==> config.mk <==
export PLATFORM = sky130hd
export DESIGN_NAME = warmup3_mpsubtractor
export DESIGN_NICKNAME = d
export VERILOG_FILES = /design/src/rtl/warmup3_mpsubtractor.sv
export SDC_FILE = /design/constraint.sdc
export NUM_CORES = 1
export LEC_CHECK = 0
export ABC_AREA = 0
export CAP_MARGIN = 40
export CORE_ASPECT_RATIO = 1.5
export CORE_MARGIN = 5
export CORE_UTILIZATION = 35
export CTS_CLUSTER_DIAMETER = 80
export DETAILED_ROUTE_END_ITERATION = 10
export GPL_ROUTABILITY_DRIVEN = 0
export PLACE_DENSITY_LB_ADDON = 0.25
export RECOVER_POWER = 100
export SLEW_MARGIN = 10
export SYNTH_ARGS = -nofsm -noshare
export SYNTH_HDL_FRONTEND = slang
export SYNTH_SLANG_ARGS = --single-unit
==> constraint.sdc <==
create_clock -name clk -period 5.2 [get_ports clk]
set_input_delay 1.04 -clock clk [delete_from_list [all_inputs] [get_ports clk]]
set_output_delay 1.04 -clock clk [all_outputs]
set_load 0.02 [all_outputs]
==> src/rtl/warmup3_mpsubtractor.sv <==
// Multi-precision subtractor: result = A - B, one DIGIT-wide word per clock.
// Ports: clk, resetn (async low), start/in_a/in_b in; result (WIDTH+1) and done pulse out.
module warmup3_mpsubtractor #(
   parameter int WIDTH = 128,
   parameter int DIGIT = 32
) (
   input  logic             clk,
   input  logic             resetn,
   input  logic             start,
   input  logic [WIDTH-1:0] in_a,
   input  logic [WIDTH-1:0] in_b,
   output logic [WIDTH:0]   result,
   output logic             done
);

   localparam int N  = WIDTH / DIGIT;
   localparam int CW = (N > 1) ? $clog2(N) : 1;

   typedef enum logic [1:0] {
      IDLE,
      RUN,
      DONE
   } state_t;

   state_t           state;
   logic [WIDTH-1:0] a_sh;
   logic [WIDTH-1:0] b_sh;
   logic [CW-1:0]    cnt;
   logic             borrow;
   logic [DIGIT:0]   d;

   // One extra bit: d[DIGIT] is set exactly when the digit difference is negative.
   always_comb begin
      d = {1'b0, a_sh[DIGIT-1:0]}
        - {1'b0, b_sh[DIGIT-1:0]}
        - {{DIGIT{1'b0}}, borrow};
   end

   always_ff @(posedge clk or negedge resetn) begin
      if (!resetn) begin
         state  <= IDLE;
         a_sh   <= '0;
         b_sh   <= '0;
         cnt    <= '0;
         borrow <= 1'b0;
         result <= '0;
         done   <= 1'b0;
      end else begin
         case (state)
            IDLE: begin
               done <= 1'b0;
               // A start coinciding with the done pulse is dropped.
               if (start && !done) begin
                  a_sh   <= in_a;
                  b_sh   <= in_b;
                  cnt    <= '0;
                  borrow <= 1'b0;
                  state  <= RUN;
               end
            end
            RUN: begin
               done   <= 1'b0;
               a_sh   <= a_sh >> DIGIT;
               b_sh   <= b_sh >> DIGIT;
               borrow <= d[DIGIT];
               cnt    <= cnt + CW'(1);
               for (int i = 0; i < N; i++) begin
                  if (cnt == CW'(i)) begin
                     result[i*DIGIT +: DIGIT] <= d[DIGIT-1:0];
                  end
               end
               if (cnt == CW'(N - 1)) begin
                  result[WIDTH] <= d[DIGIT];
                  state         <= DONE;
               end
            end
            DONE: begin
               done  <= 1'b1;
               state <= IDLE;
            end
            default: begin
               done  <= 1'b0;
               state <= IDLE;
            end
         endcase
      end
   end

endmodule

# Word-level counts from Yosys, hierarchy flattened
# Index checks and enable logic that the tools add are counted.
# word_totals
mem_count,0
rom_bits,0
elab_cells,43
latch_bits,0
output_inout_bits,130
input_bits,259
reg_bits,391
mem_bits_rw,0
# classes
shift,0
reduce_logical,11
bitwise_logic,0
multipliers,0
magnitude_cmp,0
eq_ne,7
n_mux,12
add_sub_neg,3
div,0
# op_table
operator,count
$pmux 128 s2,2
$mux 128,2
$sub 32x32->33,1
$sub 33x1->33,1
$reduce_and 2->1,6
$pmux 2 s2,2
$eq 2x2->1 const B,3
$mux 2,3
$eq 2x1->1 const B,2
$logic_not 2->1,2
$ne 2x2->1 const B,2
$add 2x1->2 const B,1
$mux 1,2
$pmux 1 s2,1
$reduce_bool 2->1,1
$logic_and 1x1->1,1
$logic_not 1->1,1

# Logic depth before layout (Yosys ltp)
# Gate-level depths: netlist of the first run.
# depth
depth_word,4
depth_mapped,12
ltp_nobuf,11

# Least setup slack after synthesis of the first run
# OpenSTA, ideal clock, no wires.
# synth_timing
kind,flip-flop to flip-flop
start,register a_sh[0]
end,register result[114]
synth_period_minus_slack_ns,2.702
arrival_ns,2.572
required_ns,5.070
path_slack_ns,2.498
setup_ns,0.130
path_buffers,0
stages_incl_launch_ff,10
path_cell_list,dfrtp_1 > fa_1 > fa_1 > nor3b_1 > o21ai_2 > a31oi_1 > o21bai_1 > a21oi_1 > xor2_1 > o21ai_1
# synth_via
elab_chain_len,2
# synth_rtl
item,line_no,text
start: declaration,26,logic [WIDTH-1:0] a_sh;
start signal: assignment,54,a_sh <= in_a;
start signal: assignment,63,a_sh <= a_sh >> DIGIT;
$sub 32x32->33,35,"- {1'b0, b_sh[DIGIT-1:0]}"
$sub 33x1->33,36,"- {{DIGIT{1'b0}}, borrow};"
end signal: indexed assignment,69,result[i*DIGIT +: DIGIT] <= d[DIGIT-1:0];
end signal: indexed assignment,73,result[WIDTH] <= d[DIGIT];
end: declaration,12,"output logic [WIDTH:0] result,"
# Every way passes these cells.
# A chain may end at the register's enable or synchronous reset.

# Worst setup path in the final report of the first run
# layout_timing
start,input start
end,register b_sh[12]
# layout_via
elab_chain_len,3
# layout_rtl
item,line_no,text
start: declaration,9,"input logic start,"
$logic_and 1x1->1,53,if (start && !done) begin
$ne 2x2->1 (no source line),--,
$reduce_and 2->1 (no source line),--,
end signal: assignment,55,b_sh <= in_b;
end signal: assignment,64,b_sh <= b_sh >> DIGIT;
end: declaration,27,logic [WIDTH-1:0] b_sh;
# Every way passes these cells.

==> reports/results.txt, run 1 <==
slew margin rel. -> -0.726
initial antenna violation count -> 8
Worst Path Class, Setup -> in2reg
remaining global-route overflow -> 0
critical path capture point type -> register
width of the die -> 197 um
GRT Overall Usage -> 0.212
# clock sinks -> 391
critical path data arrival time -> 4.58 ns
leakage power -> 0.0110 uW
H-Tree Level Count -> 2
Hold WC Path Type -> reg2reg
critical path fanouts, max -> 116
clk root buf -> clkbuf_16
overall power -> 20000 uW
mux contribution to synthesized area -> 0.00305
cells after synthesis -> 2164
Yosys warning count -> 0
area of the multi-input gates -> 0.00775 mm^2
Hold Vio Cnt, Final -> 0
Post-Synth Simple-Gate Area -> 0.197
Worst-path clk slew -> 0.07 ns
Ports -> 389
slowest library cell on the worst path -> clkbuf_2
synthesis-stage register bit count -> 391
share of cells above drive strength 1 -> 0.0400
failing checks -> max-capacitance violations, max-slew violations
Initial Util -> 0.352
Data required, critical path -> 5.60 ns
XOR/XNOR share of the synthesized area -> 0.0123
Starting DRT DRC Count -> 1061
status -> complete, but fails checks
total vias in the final route -> 16496
worst slew pin tran -> 2.59 ns
Rows -> 103
Worst path max stage delay -> 1.70 ns
TritonCTS Buffers -> 40
Mapped Nets -> 2491
CTS Hold Bufs -> 0
Final HPWL DP -> 46600 um
CTS tree -> done
crit share post-route -> 0.805
Vias/cell -> 5.17
Buffers on Ports -> 388
min Tclk post-route -> 4.18 ns
DIE AREA -> 0.0575 mm^2
post-CTS sizing -> 0
clock latency on the worst-skew pair -> 0.56 ns
Worst setup SP type -> input pin
power density cells -> 826 mW/mm^2
worst-path cell chain -> dlygate4sd3_1, nor4b_2, clkbuf_2, nand2_1, a31oi_1
library cells used by synthesis -> 55
register area -> 0.00978 mm^2
core area -> 0.0525 mm^2
IR drop worst, VDD -> 385 uV
vias in the first global route -> 16654
Fmax achieved -> 239 MHz
setup bufs post-CTS -> 0
fraction of registers with async set/reset -> 1.00
first-pass detailed-route iteration total -> 5
nets -> 2796
Post-Synth Adder-Cell Area -> 0.0469
maxcap violations -> 5
largest net degree at the start of global routing -> 142
TNS Setup -> 0 ns
Clock Skew -> 0.0190 ns
commonest cells after routing, fill and taps aside -> nand2_1, dfrtp_1, clkdlybuf4s50_1
DRC -> 0
Longest Clk Path Bufs -> 3
largest family of logic cells by synthesized area -> simple AND/OR/NAND/NOR gates
Most used DFF post-synth -> dfrtp_1
first-pass GRT wire length -> 96200 um
Die Height -> 291 um
Synth Area per Inst -> 8.52 um^2
number of synthesized flops with an enable pin -> 0
Final Slew Violations -> 388
ANT nets after route -> 0
RSZ-0062 raised after global routing -> no
final setup fails -> 0
mean routed wirelength per cell -> 19.6 um
Layout Area Growth over Synthesis -> 31.4%
most common library cell in the layout ignoring fill and taps -> nand2_1
Routed Wire Length -> 62500 um
Netlist Area Pre-Place -> 0.0184 mm^2
# fillers -> 5113
compound-gate portion of the synthesized area -> 0.160
sequential fraction of the synthesis area -> 0.531
## routing by layer
| metal | share of wire | vias to the layer above | track usage |
|---|---|---|---|
| met5 | 0.00021 | - | 0 |
| met4 | 0.076 | 2 | 0.138 |
| met3 | 0.054 | 167 | 0.0298 |
| met2 | 0.47 | 574 | 0.345 |
| met1 | 0.40 | 7888 | 0.262 |
| li1 | - | 7865 | - |
## per-stage QoR
stage / util / worst slack, ns / cell area [um^2] / hold slack [ns] / instances
after floorplan: - / 2.50 / 18400 / 0.452 / 2164
after global placement: 0.436 / 1.25 / 22900 / 0.462 / 3108
after detailed placement: 0.437 / 1.24 / 22900 / 0.471 / 3109
after CTS: 0.463 / 1.83 / 24300 / 0.486 / 3182
after global routing: 0.462 / 0.784 / 24200 / 0.496 / 3188
final: 0.462 / 1.02 / 24200 / 0.474 / 3189
## synth_stat cells (2+ instances only)
library cell / number / area, um^2
o21bai_1: 5 / 37.5
buf_2: 6 / 30.0
o211ai_1: 3 / 22.5
xor2_1: 15 / 131
buf_1: 3 / 11.3
ha_1: 66 / 826
o31ai_1: 11 / 82.6
nand2b_1: 4 / 25.0
mux2_2: 5 / 56.3
nor2b_1: 5 / 31.3
a21oi_1: 104 / 521
o21ai_0: 84 / 420
clkbuf_1: 135 / 507
a41o_1: 3 / 30.0
fa_1: 2 / 40.0
o21a_1: 2 / 15.0
o21ai_2: 2 / 17.5
o21ai_1: 55 / 275
nor3_1: 12 / 60.1
inv_1: 101 / 379
xnor2_1: 11 / 96.3
a21oi_2: 2 / 17.5
nand2_1: 665 / 2500
nor4_1: 2 / 12.5
dfrtp_1: 391 / 9780
nor2_1: 210 / 788
nand4_1: 9 / 56.3
and3_1: 3 / 18.8
nand3b_1: 2 / 15.0
or4_1: 2 / 15.0
a211oi_1: 3 / 22.5
and2_1: 4 / 25.0
a31oi_1: 198 / 1240
nor4b_1: 2 / 17.5
nand3_1: 5 / 25.0
o211ai_2: 2 / 25.0
a21o_1: 12 / 90.1
## cell type report
| type | instances | area share |
|---|---|---|
| flip-flops and latches | 391 | 0.404 |
| repair buffers | 407 | 0.168 |
| diodes | 7 | 0.000723 |
| well taps | 682 | 0.0352 |
| clock buffers | 56 | 0.0476 |
| multi-input cells | 1528 | 0.320 |
| inverters | 101 | 0.0156 |
| clock inverters | 17 | 0.00919 |
## power breakdown
group | internal, uW | switching [uW]
sequential | 4550 | 883
clock | 1770 | 1250
combinational | 3900 | 7660
total | 10200 | 9790
## flip-flops by register name (all words and copies together) (netlist names)
| register | count |
|---|---|
| done | 1 |
| cnt | 2 |
| b_sh | 128 |
| a_sh | 128 |
| result | 129 |
| borrow | 1 |
| state | 2 |
## path summary, 6_finish.rpt
check	from	to	slack, ns	depth (start not counted)
max	start	b_sh[12]	1.02	5
min	result[19]	result[19]	0.47	2
max reg2reg	state[0]	result[60]	1.57	6
min reg2reg	result[19]	result[19]	0.47	2
max in group asynchronous	resetn	a_sh[113]	1.60	2
min in group asynchronous	resetn	a_sh[110]	1.25	1
## cells by family (layout without fill, tap and decap cells)
logic type	Yosys count	count (layout)
compound gates	499	499
xor+xnor	26	26
fa+ha+maj	68	68
buf+inv	245	581
flops	391	391
mux	5	5
other cells	0	7
simple gates	930	930
## worst max-delay path, delay by kind of cell
kind | cells | cell delay (ns)
AOI/OAI and AO/OA | 1 | 0.50
buffers and inverters | 2 | 2.32
and+or+nand+nor | 2 | 0.62
Note: power is estimated with default switching activity, not from simulation.
==> run 2: changes to the inputs <==
clock period = 4 ns   (was 5.2 ns; I/O delays follow)
==> reports/results.txt, run 2 (synthesis results as in run 1) <==
first-pass detailed-route iteration total -> 5
Fmax achieved -> 285 MHz
final setup fails -> 0
share of cells above drive strength 1 -> 0.0391
register area -> 0.00978 mm^2
WHS Endpoint -> result[3]
worst reg-to-reg setup slack -> 0.52 ns
Longest Clk Path Bufs -> 3
remaining global-route overflow -> 0
worst slew pin tran -> 2.00 ns
Routed Wire Length -> 61200 um
worst-path cell chain -> dlygate4sd3_1, nor4b_1, buf_12, clkbuf_2, nand2_1, a21oi_1
Worst path max stage delay -> 1.04 ns
Worst-path clk slew -> 0.06 ns
final hold slack -> 0.470 ns
Worst R2R Path Depth -> 11
met2 WL -> 30200 um
Buffers on Ports -> 388
clock latency on the worst-skew pair -> 0.55 ns
clk root buf -> clkbuf_16
IR drop worst, VDD -> 449 uV
Hold Vio Cnt, Final -> 0
DRC -> 0
Hold WC Path Type -> reg2reg
# clock sinks -> 391
Final HPWL DP -> 46100 um
slew margin rel. -> -0.336
H-Tree Level Count -> 2
critical path capture point type -> register
CTS tree -> done
total vias in the final route -> 16293
Critical R2R Capture -> result[24]
critical path fanouts, max -> 93
wire length on met3 -> 3560 um
width of the die -> 197 um
core area -> 0.0525 mm^2
RSZ-0062 raised after global routing -> no
RR Startpoint -> a_sh[5]
Hold Crit Start -> result[3]
commonest cells after routing, fill and taps aside -> nand2_1, dfrtp_1, clkdlybuf4s50_1
Largest Register -> result
GRT Overall Usage -> 0.209
mean routed wirelength per cell -> 19.1 um
DR top layer -> met5
failing checks -> max-capacitance violations, max-slew violations
Met1 Wirelength -> 24000 um
Largest register FFs -> 129
Rows -> 103
Final Slew Violations -> 110
crit share post-route -> 0.876
vias in the first global route -> 16500
TritonCTS Buffers -> 40
# fillers -> 5110
min Tclk post-route -> 3.50 ns
area of the multi-input gates -> 0.00771 mm^2
most common library cell in the layout ignoring fill and taps -> nand2_1
Initial Util -> 0.352
critical path data arrival time -> 3.95 ns
nets -> 2807
initial antenna violation count -> 12
setup bufs post-CTS -> 0
Starting DRT DRC Count -> 1048
Largest regs -> result (129), a_sh (128), b_sh (128)
slowest library cell on the worst path -> nor4b_1
Data required, critical path -> 4.44 ns
first-pass GRT wire length -> 94900 um
leakage power -> 0.0110 uW
Worst setup SP type -> input pin
DIE AREA -> 0.0575 mm^2
status -> complete, but fails checks
hold path depth -> 2
Clock Skew -> 0.0213 ns
power density cells -> 1060 mW/mm^2
TNS Setup -> 0 ns
Layout Area Growth over Synthesis -> 31.1%
maxcap violations -> 3
post-CTS sizing -> 0
Worst Path Class, Setup -> in2reg
Die Height -> 291 um
Ports -> 389
Vias/cell -> 5.09
CTS Hold Bufs -> 0
largest net degree at the start of global routing -> 103
ANT nets after route -> 0
-- run 2: changes by cell type in the layout (fill, tap and decap cells not counted), sizes merged --
cell      delta
bufinv       -3
diode        +3
clkbuf      +12
clkinv       +3
clkinvlp     -1
inv          -2
-- run 2: report_power, final --
part           internal, uW  switching (uW)  leakage [uW]
Clock                  2100            1590      0.000638
Sequential             5920            1170       0.00481
Combinational          5080            9700       0.00551
Total                 13100           12500        0.0110
-- run 2: per-layer routing --
layer,vias to the layer above,track usage
met5,-,0
met4,4,0.105
met3,132,0.0367
met2,535,0.350
met1,7745,0.258
li1,7877,-
-- run 2: final cells by class --
class                   count  area share
well taps                 682      0.0353
clock inverters            14     0.00481
diodes                     10     0.00103
repair buffers            418       0.171
clock buffers              57      0.0482
multi-input cells        1528       0.319
flip-flops and latches    391       0.405
inverters                 101      0.0157
-- run 2: through the flow --
stage          instance area [um^2]  worst slack [ns]   util  power, uW  cells
6_report                      24200             0.497  0.461      25600   3201
5_1_grt                       24200             0.254  0.461      27800   3197
4_1_cts                       24300             0.663  0.464      26400   3191
3_5_place_dp                  23000             0.690  0.439      22500   3120
3_3_place_gp                  23000             0.742  0.438      22200   3118
2_1_floorplan                 18400              1.30      -      16800   2164
-- run 2: worst max path at each step --
stage	endpoint	slack, ns	depth (start not counted)	from
after floorplan	result[114]	1.30	9	a_sh[0]
after detailed placement	result[21]	0.69	11	a_sh[14]
after global placement	result[117]	0.74	11	a_sh[14]
after global routing	b_sh[106]	0.25	6	start
final	b_sh[106]	0.50	6	start
after CTS	result[21]	0.66	11	a_sh[14]
-- run 2: critical path: cells and delay by family --
kind / cells / cell delay (ns)
and+or+nand+nor: 2 / 1.26
buffers and inverters: 3 / 1.69
AOI/OAI and AO/OA: 1 / 0.17
==> run 3: changes to the inputs <==
ABC_AREA = default   (was 0)
==> results of run 3 <==
Final layout, timing and power as in run 2 (identical DEF).
